**config.mk**
```make
export PLATFORM = sky130hd
export DESIGN_NAME = ponylink_sat_counter
export DESIGN_NICKNAME = d
export VERILOG_FILES = /design/src/rtl/ponylink_sat_counter.sv
export SDC_FILE = /design/constraint.sdc
export NUM_CORES = 1
export LEC_CHECK = 0
export ABC_CLOCK_PERIOD_IN_PS = 4100
export CORE_MARGIN = 2
export CORE_UTILIZATION = 30
export CTS_CLUSTER_SIZE = 12
export DETAILED_ROUTE_END_ITERATION = 10
export PLACE_DENSITY_LB_ADDON = 0.3
export SYNTH_ARGS = -nofsm -noshare
export SYNTH_HDL_FRONTEND = slang
export SYNTH_SLANG_ARGS = --single-unit
```
**constraint.sdc**
```tcl
create_clock -name clk -period 4.1 [get_ports clk]
set_input_delay 1.025 -clock clk [delete_from_list [all_inputs] [get_ports clk]]
set_output_delay 1.025 -clock clk [all_outputs]
set_load 0.01 [all_outputs]
```
**src/rtl/ponylink_sat_counter.sv**
```systemverilog
// Event counter with synchronous clear.
// Either wraps at all-ones or holds there when SATURATE is set.
module ponylink_sat_counter #(
    parameter int WIDTH    = 16,
    parameter bit SATURATE = 1'b0
) (
    input  logic             clk,
    input  logic             resetn,
    input  logic             clear_i,
    input  logic             inc_i,
    output logic [WIDTH-1:0] count_o
);

    logic [WIDTH-1:0] count_q;
    logic [WIDTH-1:0] count_d;
    logic             at_max;

    assign at_max = &count_q;

    always_comb begin
        count_d = count_q;
        if (clear_i) begin
            count_d = '0;
        end else if (inc_i && !(SATURATE && at_max)) begin
            count_d = count_q + 1'b1;
        end
    end

    always_ff @(posedge clk or negedge resetn) begin
        if (!resetn) begin
            count_q <= '0;
        end else begin
            count_q <= count_d;
        end
    end

    assign count_o = count_q;

endmodule

```
== Yosys cells after proc, flatten, opt, wreduce, memory -nomap -nowiden ==
Cells that the tools add are included.

* Register bits: 16
* Latch bits: 0
* Memory bits (writable): 0
* ROM bits: 0
* Output and inout bits: 16
* Logic and storage cells: 5
* Memories: 0

* Add/sub/neg operators: 1
* Multiply operators: 0
* Divide/modulo/power cells: 0
* Order comparisons: 0
* Eq/ne operators: 0
* Shifts and indexed selects: 0
* Multiplexer cells: 2
* Bitwise logic cells: 0
* Reductions and logical operators: 1

{| class="wikitable"
|+ Operators with widths
! operator !! number
|-
| 2-to-1 mux 16 bit || 2
|-
| adder 16 x 1 -> 16 bit, second input constant || 1
|-
| nonzero test 2 bit || 1
|}

== Depth between registers and ports, before layout ==
Gate-level depths: netlist of the first run.

* Depth after elaboration: 3
* Depth in mapped cells: 5
* Gate-level depth less buffers: 5

== Worst setup path after synthesis of the first run ==
OpenSTA, ideal clock, no wires.

* Path type: input to register
* Start point: input inc_i
* End point: register count_q[15], in the netlist count_o[15]
* Arrival: 1.994 ns
* Path slack: 1.981 ns
* Stages on the path: 5
* Cell sequence: buf_4 -> o211ai_4 -> nor3_2 -> nor3b_2 -> mux2_4

* Longest elaborated chain between the ends: 1

{| class="wikitable"
|+ RTL lines
! what !! line !! text
|-
| start, declared || 10 || <nowiki>input logic inc_i,</nowiki>
|-
| nonzero test 2 bit (no source line) || -- ||
|-
| end signal, assigned || 33 || <nowiki>count_q <= count_d;</nowiki>
|-
| end, declared || 14 || <nowiki>logic [WIDTH-1:0] count_q;</nowiki>
|}

Every way passes these cells.
A chain may end at the register's enable or synchronous reset.

== Worst setup path in the final report of the first run ==
* Start point: input clear_i
* End point: register count_q[15], in the netlist count_o[15]

* Longest elaborated chain between the ends: 1
* Elaborated cells on any way between the ends: 2
* Those cells by class: 1 x mux; 1 x reduce/logical

{| class="wikitable"
|+ RTL lines
! what !! line !! text
|-
| start, declared || 9 || <nowiki>input logic clear_i,</nowiki>
|-
| 2-to-1 mux 16 bit / nonzero test 2 bit (equally long branches) || -- ||
|}

Parallel ways exist; a longest one is shown, timed or not.

==> results of run 1 <==
[worst max path at each step]
stage	from	endpoint
after floorplan	inc_i	count_o[15]
after global placement	clear_i	count_o[15]
after detailed placement	clear_i	count_o[15]
after CTS	clear_i	count_o[15]
after global routing	clear_i	count_o[15]
final	clear_i	count_o[15]
[cells in the final DEF, fill, tap and decap left out, types with 2 or more instances in the layout]
cell type / instances
sky130_fd_sc_hd__nor2_1: 14
sky130_fd_sc_hd__a21oi_1: 3
sky130_fd_sc_hd__clkbuf_4: 3
sky130_fd_sc_hd__xnor2_1: 7
sky130_fd_sc_hd__o21ai_0: 3
sky130_fd_sc_hd__nand3_1: 2
sky130_fd_sc_hd__clkdlybuf4s50_1: 19
sky130_fd_sc_hd__nor4_2: 4
sky130_fd_sc_hd__nand2_1: 4
sky130_fd_sc_hd__nand4_1: 4
sky130_fd_sc_hd__xor2_1: 3
sky130_fd_sc_hd__inv_1: 3
sky130_fd_sc_hd__dfrtp_1: 16
sky130_fd_sc_hd__or3_1: 3
[final cells by class]
class	count	area share, %
Clock buffer	3	2.05
Inverter	3	1.03
Multi-Input combinational cell	59	38.9
Sequential cell	16	36.5
Tap cell	31	3.53
Timing Repair Buffer	20	18.0
[where the power goes]
part           switching [mW]  total (mW)  internal, mW
Clock                  0.0485      0.0826        0.0341
Combinational          0.0116      0.0213       0.00965
Sequential            0.00340       0.163         0.160
Total                  0.0635       0.267         0.203
[cell families after synthesis]
logic type | share of synthesized area, %
AOI/OAI and AO/OA | 5.88
xor gates and xnor gates | 10.0
adders and majority gates | 1.43
buffers and inverters | 5.16
DFF | 45.9
muxes | 4.16
and+or+nand+nor | 27.4
[critical path: cells and delay by family]
kind	cells	cell delay (ps)
compound gates	1	160
buf+inv	2	680
mux	1	310
simple gates	2	450
[layer usage]
metal  GRT usage, %  up-vias  wire [µm]
li1               -      325          -
met1           14.0      311        769
met2           18.2       19        770
met3           4.02        2         83
met4           2.99        0         17
met5              0        -          0
[metrics by stage]
stage	setup slack [ps]	cell area [µm²]	util, %
CTS	1660	1100	39.8
floorplan	1980	872	-
global placement	1360	1070	39.0
finish	1640	1100	39.8
detailed placement	1340	1070	39.0
global route	1570	1100	39.8
==> run summary, run 1 <==
Number of filler cells placed in the layout: 277
Number of remaining DRC errors: 0
Share of Yosys cell area claimed by the top area cell type: 45.9%
Total CTS buffers: 3
IO buf count: 19
Hold WS: 585 ps
Post-route clock period utilization: 59.9%
Fin. Hold Viols: 0
Largest net degree at the start of global routing: 20
CTS Buffer Depth: 2
Post-route ant nets: 0
CP Capture Type: register
Total die area: 3350 µm²
Vert. Die Dim: 57.9 µm
Routed wire length: 1.64 mm
Worst hold path depth: 2
Top Ports: 20
Arrival @ worst endpoint: 2630 ps
Max reg flops: 16
Slew at the pin with the worst max-slew slack: 698 ps
Setup repair after global routing missed its margin: false
Share of layout cells above drive strength 1: 13.9%
Level count of the clock H-tree: 1
Max stage delay cell, worst path: sky130_fd_sc_hd__clkdlybuf4s50_1
# hold bufs at CTS: 0
Timing-limited maximum frequency: 407 MHz
Cell chosen for the clock root: sky130_fd_sc_hd__clkbuf_4
Final HPWL DP: 1.16 mm
Library cell occupying the most area in the post-synthesis netlist: sky130_fd_sc_hd__dfrtp_1
Mapped Area: 872 µm²
Die extent in x: 57.9 µm
Sequential area share after synthesis: 45.9%
Crit path kind: in -> reg
Async S/R FF share, synth: 100%
Predominant post-synthesis flop cell: sky130_fd_sc_hd__dfrtp_1
Starting density of the core: 31.6%
Most repeated cell in the gate-level netlist after synthesis: sky130_fd_sc_hd__dfrtp_1
Startpoint of the most critical hold path: count_o[13]
Cell area power density: 243 nW/µm²
Synth top area cells: sky130_fd_sc_hd__dfrtp_1 46%, sky130_fd_sc_hd__xnor2_1 7.0%, sky130_fd_sc_hd__nor2_1 6.0%
Core Box Area: 2760 µm²
Vias after detailed routing: 657
EDFF count, synth: 0
Category of the worst setup path launch point: primary input
Setup slack of the most critical reg-to-reg path: 2370 ps
Initial antenna violation count: 0
Number of distinct library cell variants in the gate-level netlist after synthesis: 27
Diodes inserted: 0
Worst slew margin relative to its limit: 53.3%
Drt first pass iters: 4
Endpoint of the most critical register-to-register path: count_o[15]
Overflow after GRT: 0
Final Critical Period: 2460 ps
Final-stage net count: 108
Total setup buffers inserted after CTS: 0
Detail-routed net length per standard cell: 12.4 µm
Max-slew violations: 0
Number of non-filler instances in the completed layout: 132
Footprint of the flip-flops and latches: 400 µm²
Post-route setup TNS: 0 ps
Required time reported for the critical path endpoint: 4270 ps
Leakage dissipation: 0.408 nW
Ys Warns: 0
Routability cong.: 0.751
Initial drt markers: 6
Average cell area after synthesis: 10.6 µm²
Avg Vias per Cell: 4.98
Worst r2r src: count_o[3]
GRT Resource Usage Total: 11.1%
Worst path max stage delay: 450 ps
Post-layout total power: 0.267 mW
Total nets after synthesis: 87
Number of global-route vias before repair: 635
Worst skew pair latency: 280 ps
WHS Endpoint: count_o[13]
Floorplan row count: 19
Synth cell count leaders: 16 x sky130_fd_sc_hd__dfrtp_1, 14 x sky130_fd_sc_hd__nor2_1, 7 x sky130_fd_sc_hd__xnor2_1
Number of clock sinks: 16
Clock Pin Slew Worst Setup and Hold Paths: 90 ps
Number of synthesized register bits: 16
Fin Clk Skew: 5.11 ps
Critical path peak fanout: 19
Multi-input gate area: 427 µm²
Instance count after placement with tap cells included: 129
Global-route wire length before repair: 2.80 mm
Peak ir drop on the vdd network: 0.161 mV
Number of setup violations in the final report: 0
Count of max-cap constraint violations: 0
Result of the run: completed
Gate count of the mapped netlist: 82
Number of cells on the worst reg-to-reg path: 4
Synthesis-to-layout area growth: 25.8%
Post-cts repair resize count: 0
TritonCTS clock tree: built
Hold/Removal Path Class: reg -> reg
Cell-by-cell trace of the critical path: clkdlybuf4s50_1 -> buf_4 -> o211ai_4 -> nor3_2 -> nor3b_2 -> mux2_4
(Power assumes the default switching activity.)
==> inputs of run 2 (changes only) <==
Settings changed: ABC_CLOCK_PERIOD_IN_PS 4100 to 2350.
Clock period 4.1 ns to 2.35 ns, I/O delays scaled along.
==> run 2 against run 1 <==
Register-to-register slack lost 1800 ps; non-clock buffer count grew 2; combinational power grew 92%; hold slack gained 13 ps; design area grew 1.4%; sequential share of layout area shrank 0.49 points; sequential cell count is the same; final cell count grew 1.5%; critical endpoint is now count_o[0]; highest routed layer is now met3.
==> run summary, run 2 (synthesis gave the netlist of run 1 again) <==
CP top delay family: buffers and inverters (unchanged)
Global-route wire length before repair: 3.01 mm (was 2.80 mm)
Overflow after GRT: 0 (unchanged)
Post-layout total power: 0.469 mW (was 0.267 mW)
Core Box Area: 2760 µm² (unchanged)
Sum of routed wire segments on met1: 828 µm (was 769 µm)
Commonest non-fill, non-tap cell in the layout: sky130_fd_sc_hd__clkdlybuf4s50_1 (unchanged)
Placed standard-cell area: 1090 µm² (was 1070 µm²)
Drt first pass iters: 2 (was 4)
CP Capture Type: output port (was register)
Worst slew margin relative to its limit: 77.1% (was 53.3%)
Peak ir drop on the vdd network: 0.432 mV (was 0.161 mV)
Avg Vias per Cell: 5.10 (was 4.98)
Met3 routed WL: 90 µm (was 83 µm)
Critical path peak fanout: 6 (was 19)
Total setup buffers inserted after CTS: 0 (unchanged)
Initial drt markers: 5 (was 6)
Total die area: 3350 µm² (unchanged)
GRT Resource Usage Total: 11.8% (was 11.1%)
Synthesis-to-layout area growth: 27.5% (was 25.8%)
Fin Clk Skew: 2.80 ps (was 5.11 ps)
Max reg flops: 16 (unchanged)
Result of the run: completed (unchanged)
Arrival @ worst endpoint: 1330 ps (was 2630 ps)
IO buf count: 19 (unchanged)
Worst skew pair latency: 280 ps (about the same)
Post-route setup TNS: 0 ps (unchanged)
Depth of the critical timing path with buffers and inverters included: 1 (was 6)
Count of max-cap constraint violations: 0 (unchanged)
Final-stage net count: 110 (was 108)
Category of the worst setup path launch point: register (was primary input)
Multi-input gate area: 427 µm² (unchanged)
Final Critical Period: 1920 ps
# hold bufs at CTS: 0 (unchanged)
Fin. Hold Viols: 0 (unchanged)
Number of remaining DRC errors: 0 (unchanged)
Final HPWL DP: 1.30 mm (was 1.16 mm)
Footprint of the flip-flops and latches: 400 µm² (unchanged)
Worst r2r src: count_o[2] (was count_o[3])
Largest net degree at the start of global routing: 19 (was 20)
Slew at the pin with the worst max-slew slack: 343 ps (was 698 ps)
Max stage delay cell, worst path: sky130_fd_sc_hd__clkdlybuf4s50_1 (unchanged)
Number of cells on the worst reg-to-reg path: 4 (unchanged)
Setup repair after global routing missed its margin: false (unchanged)
Top routing layer in use: met3 (was met4)
Post-route cell area: 1110 µm² (was 1100 µm²)
Routed wire length: 1.76 mm (was 1.64 mm)
Cell chosen for the clock root: sky130_fd_sc_hd__clkbuf_4 (unchanged)
Most frequent cells in the layout: 19 x sky130_fd_sc_hd__clkdlybuf4s50_1, 16 x sky130_fd_sc_hd__dfrtp_1, 14 x sky130_fd_sc_hd__nor2_1 (unchanged)
TritonCTS clock tree: built (unchanged)
Number of global-route vias before repair: 658 (was 635)
Cell-by-cell trace of the critical path: clkdlybuf4s50_1 (was clkdlybuf4s50_1 -> buf_4 -> o211ai_4 -> nor3_2 -> nor3b_2 -> mux2_4)
Top Ports: 20 (unchanged)
Share of layout cells above drive strength 1: 15.5% (was 13.9%)
Diodes inserted: 0 (unchanged)
Post-cts repair resize count: 0 (unchanged)
Starting density of the core: 31.6% (unchanged)
Detail-routed net length per standard cell: 13.2 µm (was 12.4 µm)
Hold/Removal Path Class: reg -> reg (unchanged)
Initial antenna violation count: 0 (unchanged)
Instance count after placement with tap cells included: 131 (was 129)
Buffers & Inverters on Critical Path: 1 (was 2)
Floorplan row count: 19 (unchanged)
Leakage dissipation: 0.418 nW (was 0.408 nW)
Post-route clock period utilization: 81.8%
Detail Route met2 WL: 846 µm (was 770 µm)
Worst path max stage delay: 580 ps (was 450 ps)
Post-route ant nets: 0 (unchanged)
CTS Buffer Depth: 2 (unchanged)
Timing-limited maximum frequency: 520 MHz
Number of filler cells placed in the layout: 282 (was 277)
Required time reported for the critical path endpoint: 1760 ps (was 4270 ps)
Worst hold path depth: 2 (unchanged)
Level count of the clock H-tree: 1 (unchanged)
Number of setup violations in the final report: 0 (unchanged)
WHS Endpoint: count_o[5] (was count_o[13])
Max-slew violations: 0 (unchanged)
Die extent in x: 57.9 µm (unchanged)
Vias after detailed routing: 683 (was 657)
Clock Pin Slew Worst Setup and Hold Paths: 90 ps (about the same)
Startpoint of the most critical hold path: count_o[5] (was count_o[13])
Setup slack of the most critical reg-to-reg path: 620 ps (was 2370 ps)
Crit path kind: reg -> out (was in -> reg)
Total CTS buffers: 3 (unchanged)
Number of non-filler instances in the completed layout: 134 (was 132)
Endpoint of the most critical register-to-register path: count_o[15] (unchanged)
Cell area power density: 422 nW/µm² (was 243 nW/µm²)
Number of clock sinks: 16 (unchanged)
Vert. Die Dim: 57.9 µm (unchanged)
Post-Route Utilization: 40.3% (was 39.8%)
Routability cong.: 0.710 (was 0.751)
## run 2: cell count changes in the layout (fill, tap and decap cells not counted), sizes merged
cell  before  now
buf        1    3
## run 2: worst max-delay path by stage
stage	slack, ps	from	to
floorplan	670	inc_i	count_o[15]
global placement	210	clear_i	count_o[15]
detailed placement	180	inc_i	count_o[15]
CTS	410	count_o[0]	count_o[0]
global route	350	count_o[0]	count_o[0]
finish	430	count_o[0]	count_o[0]
## run 2: power breakdown
group / leakage (nW) / internal, mW / switching (mW) / total [mW]
sequential: 0.222 / 0.279 / 0.00682 / 0.285
combinational: 0.182 / 0.0191 / 0.0217 / 0.0408
clock: 0.0138 / 0.0594 / 0.0839 / 0.143
total: 0.418 / 0.357 / 0.112 / 0.469
## run 2: through the flow
| step | setup slack, ps | hold WS, ps |
|---|---|---|
| 2_1_floorplan | 669 | 292 |
| 3_3_place_gp | 211 | 556 |
| 3_5_place_dp | 184 | 585 |
| 4_1_cts | 409 | 602 |
| 5_1_grt | 349 | 619 |
| 6_report | 428 | 598 |
## run 2: per-layer routing
layer	up-vias	track usage [%]
li1	327	-
met2	15	20.6
met4	0	1.99
met3	0	4.24
met5	-	0
met1	341	14.0
## run 2: layout make-up
class	instances	share of cell area (%)
multi-input cells	59	38.4
flip-flops and latches	16	36.0
repair buffers	22	19.1
well taps	31	3.49
clock buffers	3	2.02
inverters	3	1.01
